<file path="config.mk">
export PLATFORM = sky130hd
export DESIGN_NAME = disp_framer_flat
export DESIGN_NICKNAME = d
export VERILOG_FILES = /design/src/rtl/disp_framer_if.sv /design/src/rtl/disp_framer.sv /design/src/flat_wrapper.sv
export SDC_FILE = /design/constraint.sdc
export NUM_CORES = 1
export LEC_CHECK = 0
export BUFFER_PORTS_ARGS = -buffer_cell sky130_fd_sc_hd__buf_2
export CAP_MARGIN = 5
export CORE_MARGIN = 2
export CORE_UTILIZATION = 60
export CTS_CLUSTER_SIZE = 20
export DETAILED_ROUTE_END_ITERATION = 10
export PLACE_DENSITY = 0.83
export SETUP_SLACK_MARGIN = 0.4
export SLEW_MARGIN = 20
export SYNTH_ARGS = -nofsm -noshare
export SYNTH_HDL_FRONTEND = slang
export SYNTH_SLANG_ARGS = --single-unit
</file>
<file path="constraint.sdc">
create_clock -name clk -period 4.3 [get_ports clk]
set_clock_uncertainty 0.15 [all_clocks]
set_input_delay 0 -clock clk [delete_from_list [all_inputs] [get_ports clk]]
set_output_delay 0 -clock clk [all_outputs]
set_load 0.005 [all_outputs]
</file>
<file path="src/rtl/disp_framer_if.sv">
// disp_framer_if -- valid/ready stream carrying one framed disparity word.
//   m_valid  : word available (driven by the framer)
//   m_ready  : sink accepts the word (driven by the consumer)
//   m_data   : 7-bit disparity or the INVALID marker
//   m_x/m_y  : pixel column (9 bit) / row (8 bit) of the word
//   m_sof    : word is at (0,0)
//   m_eol    : word is the last column of its line
// The framer connects through the master modport, the consumer through slave.
interface disp_framer_if;
  logic       m_valid;
  logic       m_ready;
  logic [6:0] m_data;
  logic [8:0] m_x;
  logic [7:0] m_y;
  logic       m_sof;
  logic       m_eol;

  modport master (
    output m_valid, m_data, m_x, m_y, m_sof, m_eol,
    input  m_ready
  );

  modport slave (
    input  m_valid, m_data, m_x, m_y, m_sof, m_eol,
    output m_ready
  );
endinterface

</file>
<file path="src/rtl/disp_framer.sv">
// disp_framer -- turns the raw disparity stream of the stereo core into framed
// words with pixel coordinates and a valid/ready handshake.
//
// The stereo core output lags its input by LATENCY en strobes, so the first
// LATENCY strobes after reset carry garbage and are discarded (FLUSH). After
// that each strobe (RUN) becomes one word tagged with (x, y); pixels outside the
// trustworthy window (x < VALID_X0 or y < VALID_Y0) carry INVALID instead of the
// disparity. Words are queued in a 4-entry FIFO; if it is full and nothing pops,
// the new word is dropped and the sticky overflow flag is set, but the
// coordinates keep advancing so the raster stays aligned with the core.
//
// Ports:
//   clk      : clock, rising edge
//   rst      : synchronous active-high reset (empties FIFO, re-arms the flush)
//   en       : pixel strobe shared with the stereo core
//   disp_in  : disparity from the stereo core (0..79)
//   m        : output stream (disp_framer_if.master)
//   overflow : sticky, set when a word was dropped; cleared only by rst
module disp_framer #(
  parameter int         IMG_W    = 320,
  parameter int         IMG_H    = 240,
  parameter int         LATENCY  = 16,
  parameter int         VALID_X0 = 90,
  parameter int         VALID_Y0 = 10,
  parameter logic [6:0] INVALID  = 7'h7F
) (
  input  logic                 clk,
  input  logic                 rst,
  input  logic                 en,
  input  logic [6:0]           disp_in,
  disp_framer_if.master        m,
  output logic                 overflow
);

  typedef enum logic {S_FLUSH, S_RUN} state_t;

  typedef struct packed {
    logic [6:0] data;
    logic [8:0] x;
    logic [7:0] y;
    logic       sof;
    logic       eol;
  } word_t;

  localparam logic [8:0] X_LAST = 9'(IMG_W - 1);
  localparam logic [7:0] Y_LAST = 8'(IMG_H - 1);
  localparam logic [9:0] LAT    = 10'(LATENCY);
  // Thresholds one bit wider than the coordinates so a window start beyond
  // the coordinate range still compares correctly.
  localparam logic [9:0] VX0    = 10'(VALID_X0);
  localparam logic [8:0] VY0    = 9'(VALID_Y0);
  // With no pipeline to flush the very first strobe after reset is real data.
  localparam state_t     RST_STATE = (LATENCY == 0) ? S_RUN : S_FLUSH;

  state_t     state_q, state_d;
  logic [9:0] flush_cnt_q, flush_cnt_d;
  logic [8:0] x_q, x_d;
  logic [7:0] y_q, y_d;
  logic [1:0] wr_ptr_q, wr_ptr_d;
  logic [1:0] rd_ptr_q, rd_ptr_d;
  logic [2:0] count_q, count_d;
  logic       overflow_q, overflow_d;
  word_t      mem_q [4];

  logic       push;
  logic       pop;
  logic       full;
  logic       accept;
  logic       valid;
  word_t      in_word;
  word_t      head;

  // Flush counter, run state and raster position.
  always_comb begin
    state_d     = state_q;
    flush_cnt_d = flush_cnt_q;
    x_d         = x_q;
    y_d         = y_q;
    push        = 1'b0;
    case (state_q)
      S_FLUSH: begin
        if (en) begin
          flush_cnt_d = flush_cnt_q + 10'd1;
          // The strobe completing the flush is still discarded.
          if (flush_cnt_d == LAT) begin
            state_d = S_RUN;
          end
        end
      end
      S_RUN: begin
        if (en) begin
          push = 1'b1;
          if (x_q == X_LAST) begin
            x_d = '0;
            y_d = (y_q == Y_LAST) ? '0 : y_q + 8'd1;
          end else begin
            x_d = x_q + 9'd1;
          end
        end
      end
      default: state_d = RST_STATE;
    endcase
  end

  always_comb begin
    in_word      = '0;
    in_word.x    = x_q;
    in_word.y    = y_q;
    in_word.sof  = (x_q == '0) && (y_q == '0);
    in_word.eol  = (x_q == X_LAST);
    in_word.data = (({1'b0, x_q} < VX0) || ({1'b0, y_q} < VY0)) ? INVALID : disp_in;
  end

  // FIFO control. A pop frees the head slot in the same cycle, so a push into
  // a full FIFO succeeds when the consumer takes the head at the same edge.
  always_comb begin
    valid      = (count_q != 3'd0);
    pop        = valid && m.m_ready;
    full       = (count_q == 3'd4);
    accept     = push && (!full || pop);
    wr_ptr_d   = wr_ptr_q + 2'(accept);
    rd_ptr_d   = rd_ptr_q + 2'(pop);
    count_d    = count_q + 3'(accept) - 3'(pop);
    overflow_d = overflow_q | (push && full && !pop);
  end

  always_ff @(posedge clk) begin
    if (rst) begin
      state_q     <= RST_STATE;
      flush_cnt_q <= '0;
      x_q         <= '0;
      y_q         <= '0;
      wr_ptr_q    <= '0;
      rd_ptr_q    <= '0;
      count_q     <= '0;
      overflow_q  <= 1'b0;
    end else begin
      state_q     <= state_d;
      flush_cnt_q <= flush_cnt_d;
      x_q         <= x_d;
      y_q         <= y_d;
      wr_ptr_q    <= wr_ptr_d;
      rd_ptr_q    <= rd_ptr_d;
      count_q     <= count_d;
      overflow_q  <= overflow_d;
    end
  end

  // Word storage needs no reset: the head is only exposed while count_q != 0.
  always_ff @(posedge clk) begin
    for (int i = 0; i < 4; i++) begin
      if (!rst && accept && (wr_ptr_q == 2'(i))) begin
        mem_q[i] <= in_word;
      end
    end
  end

  // Outputs read zero while empty, so reset leaves every output at 0.
  always_comb begin
    head      = mem_q[rd_ptr_q];
    m.m_valid = valid;
    m.m_data  = valid ? head.data : '0;
    m.m_x     = valid ? head.x    : '0;
    m.m_y     = valid ? head.y    : '0;
    m.m_sof   = valid ? head.sof  : 1'b0;
    m.m_eol   = valid ? head.eol  : 1'b0;
    overflow  = overflow_q;
  end

endmodule

</file>
<file path="src/flat_wrapper.sv">
// flat-port wrapper written by rule: the top's interface ports become plain ports
module disp_framer_flat 
#(
  parameter int         IMG_W    = 320,
  parameter int         IMG_H    = 240,
  parameter int         LATENCY  = 16,
  parameter int         VALID_X0 = 90,
  parameter int         VALID_Y0 = 10,
  parameter logic [6:0] INVALID  = 7'h7F
)
  (clk, rst, en, disp_in, overflow, m_m_valid, m_m_data, m_m_x, m_m_y, m_m_sof, m_m_eol, m_m_ready);
  disp_framer_if m_i ();
  input  logic clk;
  input  logic rst;
  input  logic en;
  input  logic [6:0] disp_in;
  output logic overflow;
  output wire logic [$bits(m_i.m_valid)-1:0] m_m_valid;
  output wire logic [$bits(m_i.m_data)-1:0] m_m_data;
  output wire logic [$bits(m_i.m_x)-1:0] m_m_x;
  output wire logic [$bits(m_i.m_y)-1:0] m_m_y;
  output wire logic [$bits(m_i.m_sof)-1:0] m_m_sof;
  output wire logic [$bits(m_i.m_eol)-1:0] m_m_eol;
  input wire logic [$bits(m_i.m_ready)-1:0] m_m_ready;
  assign m_m_valid = m_i.m_valid;
  assign m_m_data = m_i.m_data;
  assign m_m_x = m_i.m_x;
  assign m_m_y = m_i.m_y;
  assign m_m_sof = m_i.m_sof;
  assign m_m_eol = m_i.m_eol;
  assign m_i.m_ready = m_m_ready;
  disp_framer #(.IMG_W(IMG_W), .IMG_H(IMG_H), .LATENCY(LATENCY), .VALID_X0(VALID_X0), .VALID_Y0(VALID_Y0), .INVALID(INVALID)) u_core (.clk(clk), .rst(rst), .en(en), .disp_in(disp_in), .m(m_i), .overflow(overflow));
endmodule
</file>
Word-level counts from Yosys, hierarchy flattened
Memories as Yosys holds them, arrays and structs flattened. A register that Yosys moved wholly into a read port is not among the register bits.
Cells that the tools add are included.
{ "totals": {"out_inout_bits": 28, "elab_cells": 83, "mem_bits_rw": 104, "register_bits": 36, "memories": 1} }
{ "memory_table": {"columns": ["name", "depth", "width", "rd", "rd_ports_with_merged_regs", "write_ports", "line", "text"], "rows": [
  ["u_core.mem_q", 4, 26, 1, 1, 1, "disp_framer.sv:63", "word_t mem_q [4];"]
]} }
{ "classes": {"bitwise_logic": 2, "eq_ne": 7, "reduce_logical": 25, "magnitude_cmp": 2, "add_sub_neg": 7, "n_mux": 31} }
{ "op_table": {"columns": ["cell", "n"], "rows": [
  ["26-bit 2-to-1 mux", 3],
  ["26-bit OR reduction", 3],
  ["1-bit 2-to-1 mux", 18],
  ["9-bit 2-to-1 mux", 2],
  ["8-bit 2-to-1 mux", 2],
  ["7-bit 2-to-1 mux", 2],
  ["10-bit by 1-bit adder with 10-bit output, second input constant", 1],
  ["10-bit by 5-bit equality test with 1-bit output, second input constant", 1],
  ["1-bit logical AND", 10],
  ["9-bit by 1-bit adder with 9-bit output, second input constant", 1],
  ["9-bit equality test, second input constant", 1],
  ["9-bit logical NOT", 1],
  ["9-bit by 7-bit less-than comparator with 1-bit output, second input constant", 1],
  ["8-bit by 1-bit adder with 8-bit output, second input constant", 1],
  ["8-bit equality test, second input constant", 1],
  ["8-bit logical NOT", 1],
  ["8-bit by 4-bit less-than comparator with 1-bit output, second input constant", 1],
  ["2-bit 2-to-1 mux", 4],
  ["2-bit by 1-bit adder with 2-bit output", 2],
  ["2-bit equality test, second input constant", 2],
  ["2-bit AND reduction", 2],
  ["3-bit by 1-bit adder with 3-bit output", 1],
  ["3-bit equality test, second input constant", 1],
  ["1-bit logical NOT", 3],
  ["other kinds (8)", 9]
]} }

Depth between registers and ports, before layout
{ "depth": {"depth_word": 12, "ltp_mapped": 11} }

Worst setup path after synthesis
OpenSTA, ideal clock, no wires.
{ "synth_path": {"path_type": "register to register", "from": "register u_core.count_q[1]", "to": "memory u_core.mem_q[0][0] in the netlist's numbering (enable)", "slack_ps": 933, "t_arrival_ps": 2770, "setup_ps": 447, "n_path_buf": 0, "required_time_ps": 3703, "synth_period_minus_slack_ps": 3367, "path_stages_with_launch": 4, "cell_sequence": "dfxtp_1 > nor4b_1 > nor3_1 > nor3b_1"} }
{ "synth_between": {"elab_chain_cells": 12, "word_cells_on_any_way": 28, "classes_between": "eq/ne (1); mux (14); reduce/logical (13)"} }
{ "synth_rtl": {"columns": ["element", "line", "text"], "rows": [
  ["from (decl)", "disp_framer.sv:61", "logic [2:0] count_q, count_d;"],
  ["from (signal assigned)", "disp_framer.sv:144", "count_q <= count_d;"],
  ["3-bit equality test or 3-bit nonzero test (tied branches)", "disp_framer.sv:119, disp_framer.sv:117", null],
  ["1-bit logical NOT or 1-bit logical AND (tied branches)", "disp_framer.sv:120, disp_framer.sv:118", null],
  ["1-bit logical OR *", "disp_framer.sv:120", "accept = push && (!full || pop);"],
  ["1-bit logical AND *", "disp_framer.sv:120", null],
  ["1-bit logical AND *", "disp_framer.sv:152", "if (!rst && accept && (wr_ptr_q == 2'(i))) begin"],
  ["1-bit logical AND", "disp_framer.sv:152", null],
  ["1-bit 2-to-1 mux", "disp_framer.sv:152", null],
  ["1-bit 2-to-1 mux (implied by the code)", "disp_framer.sv:153", "mem_q[i] <= in_word;"],
  ["26-bit OR reduction (no line)", null, null],
  ["2-bit 2-to-1 mux (no line) or 1-bit 2-to-1 mux (tied branches) (3 in a row)", null, null],
  ["to (decl)", "disp_framer.sv:63", null]
]} }
Mark *: on every way between the ends. The rest lies on a longest branch, timed or not.

Worst setup path after layout
{ "layout_path": {"from": "register u_core.flush_cnt_q[2]", "to": "register u_core.state_q"} }
{ "layout_between": {"elab_chain_cells": 5} }
{ "layout_rtl": {"columns": ["element", "line", "text"], "rows": [
  ["from (decl)", "disp_framer.sv:56", "logic [9:0] flush_cnt_q, flush_cnt_d;"],
  ["from (signal assigned)", "disp_framer.sv:139", "flush_cnt_q <= flush_cnt_d;"],
  ["10-bit by 1-bit adder with 10-bit output", "disp_framer.sv:83", "flush_cnt_d = flush_cnt_q + 10'd1;"],
  ["10-bit by 5-bit equality test with 1-bit output", "disp_framer.sv:85", "if (flush_cnt_d == LAT) begin"],
  ["1-bit 2-to-1 mux", "disp_framer.sv:85", null],
  ["1-bit 2-to-1 mux", "disp_framer.sv:82", "if (en) begin"],
  ["1-bit 2-to-1 mux", "disp_framer.sv:80", "case (state_q)"],
  ["to (signal assigned)", "disp_framer.sv:138", "state_q <= state_d;"],
  ["to (decl)", "disp_framer.sv:55", "state_t state_q, state_d;"]
]} }
Every way passes these cells.
A chain may end at the register's enable or synchronous reset.

==> results_dict.tcl <==
set metrics [dict create \
    die_y_um 103 \
    total_power_uw 3450 \
    max_freq_mhz 372 \
    die_area_um2 10500 \
    core_um2 9330 \
    syn_avg_cell_area_um2 15.0 \
    ctsHoldBuffers 11 \
    num_io_pins 39 \
    dp_hpwl_um 6210 \
    synth-compound-area-share_pct 2.30 \
    drive_gt1_share_pct 24.6 \
    timing.setup.tns_ns 0 \
    p_int_uw 2560 \
    yosys.area_share.xor_xnor_pct 4.21 \
    wirelength_um 11200 \
    grt_use_total_pct 23.3 \
    power_frac_seq_pct 44.8 \
    cp-end-kind "flop" \
    clk_path_buf_depth 2 \
    via_per_inst 5.77 \
    syn_inst 389 \
    fin_crit_ns 2.69 \
    holdCritPathClass "input port to flop" \
    rsz0062_at_grt "no" \
    cp.arrival_ns 3.00 \
    clk_pin_slew_ns 0.06 \
    die_w_um 103 \
    drt_pass1_iterations 5 \
    grt_pass1_vias 3494 \
    avgRoutedWirePerCell_um 19.0 \
    vias 3401 \
    placed_cell_area_um2 6150 \
    yosysWarningCount 0 \
    required_ns 4.61 \
    timing.slew.headroom_pct 32.5 \
    tritoncts "done" \
    drc 0 \
    cts_setup_buffers 0 \
    gp_congestion 0.829 \
    maxCapViolCount 0 \
    ant_nets 0 \
    async_flop_share_pct 0 \
    clkPwrFrac_pct 38.8 \
    ir_drop_mv 0.246 \
    fin_hold_ws_ns 0.228 \
    insertion_delay_ns 0.52 \
    cts.sink_count 140 \
    core.rowCount 35 \
    synth_top_family_by_area "simple AND/OR/NAND/NOR gates" \
    io_buffers 38 \
    hold_violations 0 \
    antenna_found_initial 0 \
    crit_fanout 7 \
    gr-total-overflow 0 \
    setup_viol 0 \
    power_leakage_uw 0.00243 \
    worstSetupPathType "flop to flop" \
    grt_pass1_wl_um 17700 \
    numCtsBuffers 17 \
    h-tree-depth 4 \
    switchingPower_uw 887 \
    worst_slew_pin_slew_ns 1.01 \
    area_growth_pct 16.9 \
    finalCritPeriodShare_pct 62.5 \
    report.final.slew_viol_count 0 \
    start_util_pct 62.5 \
    pwr_density_cell_nw_per_um2 506 \
    dr.first_iter.drc_count 399 \
    muxShareOfSynthArea_pct 10.1 \
    startpoint_type "flop" \
    ctsResizeCount 0 \
    grt_max_degree 29 \
    syn_area_um2 5830 \
    diodes 0 \
    ys_ff_latch 140 \
    swShare_pct 25.7 \
    cts_root_buffer "clkbuf_8" \
    combPwrFrac_pct 16.4 \
    status "finished clean" \
    post-route-cell-area_um2 6810 \
    nets 469 \
    ys_types 46 \
    yosys.area_share.simple_pct 12.8 \
    synth_nets 411 \
    synthAdderAreaFrac_pct 2.49 \
    synth-edff-count 104 \
    ys.flop_type "edfxtp_1" \
    ys_seq_area_share_pct 66.0 \
]
[cell type report]
type                       count  area (µm²)
clock inverter                15         141
fill                         562        2510
tap                          129         161
multi-input combinational    224        1870
timing repair buffer          55         345
sequential                   140        3840
clock buffer                  17         414
inverter                       9        33.8
[worst max-delay path, stage by stage (launching register included)]
cell and delay, ns:
dfxtp_1 0.45, and3_1 0.37, nand4_4 0.17, xnor2_1 0.18
or4_1 0.47, o32ai_1 0.25, dlygate4sd3_1 0.59
[per-stage QoR]
stage / instances / utilization (%) / worst slack (ns)
6_report: 589 / 73.0 / 1.61
5_1_grt: 589 / 73.0 / 1.49
4_1_cts: 589 / 73.0 / 1.63
3_5_place_dp: 546 / 65.9 / 1.68
3_3_place_gp: 546 / 65.9 / 1.85
2_1_floorplan: 389 / - / 0.933
[power by group through the flow]
stage                     Clock [µW]  Sequential (µW)  Combinational [µW]
after detailed placement           0             1580                 563
after global placement             0             1570                 545
after floorplan                    0             1490                 461
final                           1340             1550                 565
after global routing            1410             1560                 620
after CTS                       1360             1550                 575
[cell usage in the layout (no fill, tap or decap), types with 3 or more instances in the layout]
cell type and count:
nand3_1 4, clkinvlp_4 4, nor2b_1 32, edfxtp_1 104, o21ai_0 6, nand4_1 7, xnor2_1 11, dfxtp_1 35
a21oi_1 6, inv_1 9, dlygate4sd3_1 11, nand2b_1 8, nor2_1 34, buf_4 6, inv_6 3, clkbuf_16 16
ha_1 10, nand2_1 21, and3_1 6, buf_2 38, xor2_1 17, nor3_1 5, clkinv_4 4, mux4_2 26
[layer usage]
metal | vias up | wire length [µm] | track usage, %
li1 | 1568 | - | -
met1 | 1662 | 4430 | 26.8
met2 | 139 | 5830 | 39.7
met3 | 32 | 607 | 6.58
met4 | 0 | 343 | 12.4
met5 | - | 0 | 0
[state kept, by name, summed over array words and instances (netlist names)]
register,flops
u_core.count_q,3
u_core.flush_cnt_q,10
u_core.mem_q,104
u_core.overflow,1
u_core.rd_ptr_q,2
u_core.state_q,1
u_core.wr_ptr_q,2
u_core.x_q,9
u_core.y_q,8
[cell families (layout without fill, tap and decap cells)]
kind of cell | count (synthesis) | after routing
AND/OR/NAND/NOR | 138 | 138
XOR/XNOR | 28 | 28
AO/OA/AOI/OAI | 21 | 21
adder cells (fa/ha/maj) | 11 | 11
flip-flops | 140 | 140
multiplexers | 26 | 26
buffers and inverters | 25 | 96
[Yosys cell counts, drive strengths merged, types with 2 or more instances]
library cell	count	area [µm²]
a21oi	6	30.0
a31oi	2	12.5
and2	3	21.3
and3	6	37.5
and4	2	18.8
buf	5	31.3
clkbuf	10	47.5
dfxtp	36	721
edfxtp	104	3120
ha	10	125
inv	9	33.8
mux4	26	586
nand2	21	78.8
nand2b	8	50.1
nand3	4	20.0
nand4	8	65.1
nor2	36	135
nor2b	32	200
nor3	6	30.0
nor4	2	12.5
o21ai	6	30.0
or3	3	20.0
xnor2	11	96.3
xor2	17	149
[worst paths after layout]
| path | startpoint | end | slack (ns) | cells after the start |
|---|---|---|---|---|
| max | u_core.flush_cnt_q[2] | u_core.state_q | 1.61 | 6 |
| min | disp_in[5] | u_core.mem_q[0][24] | 0.23 | 3 |
| max reg2reg | u_core.flush_cnt_q[2] | u_core.state_q | 1.61 | 6 |
| min reg2reg | u_core.overflow | u_core.overflow | 0.37 | 2 |
Note: power is estimated with default switching activity, not from simulation.
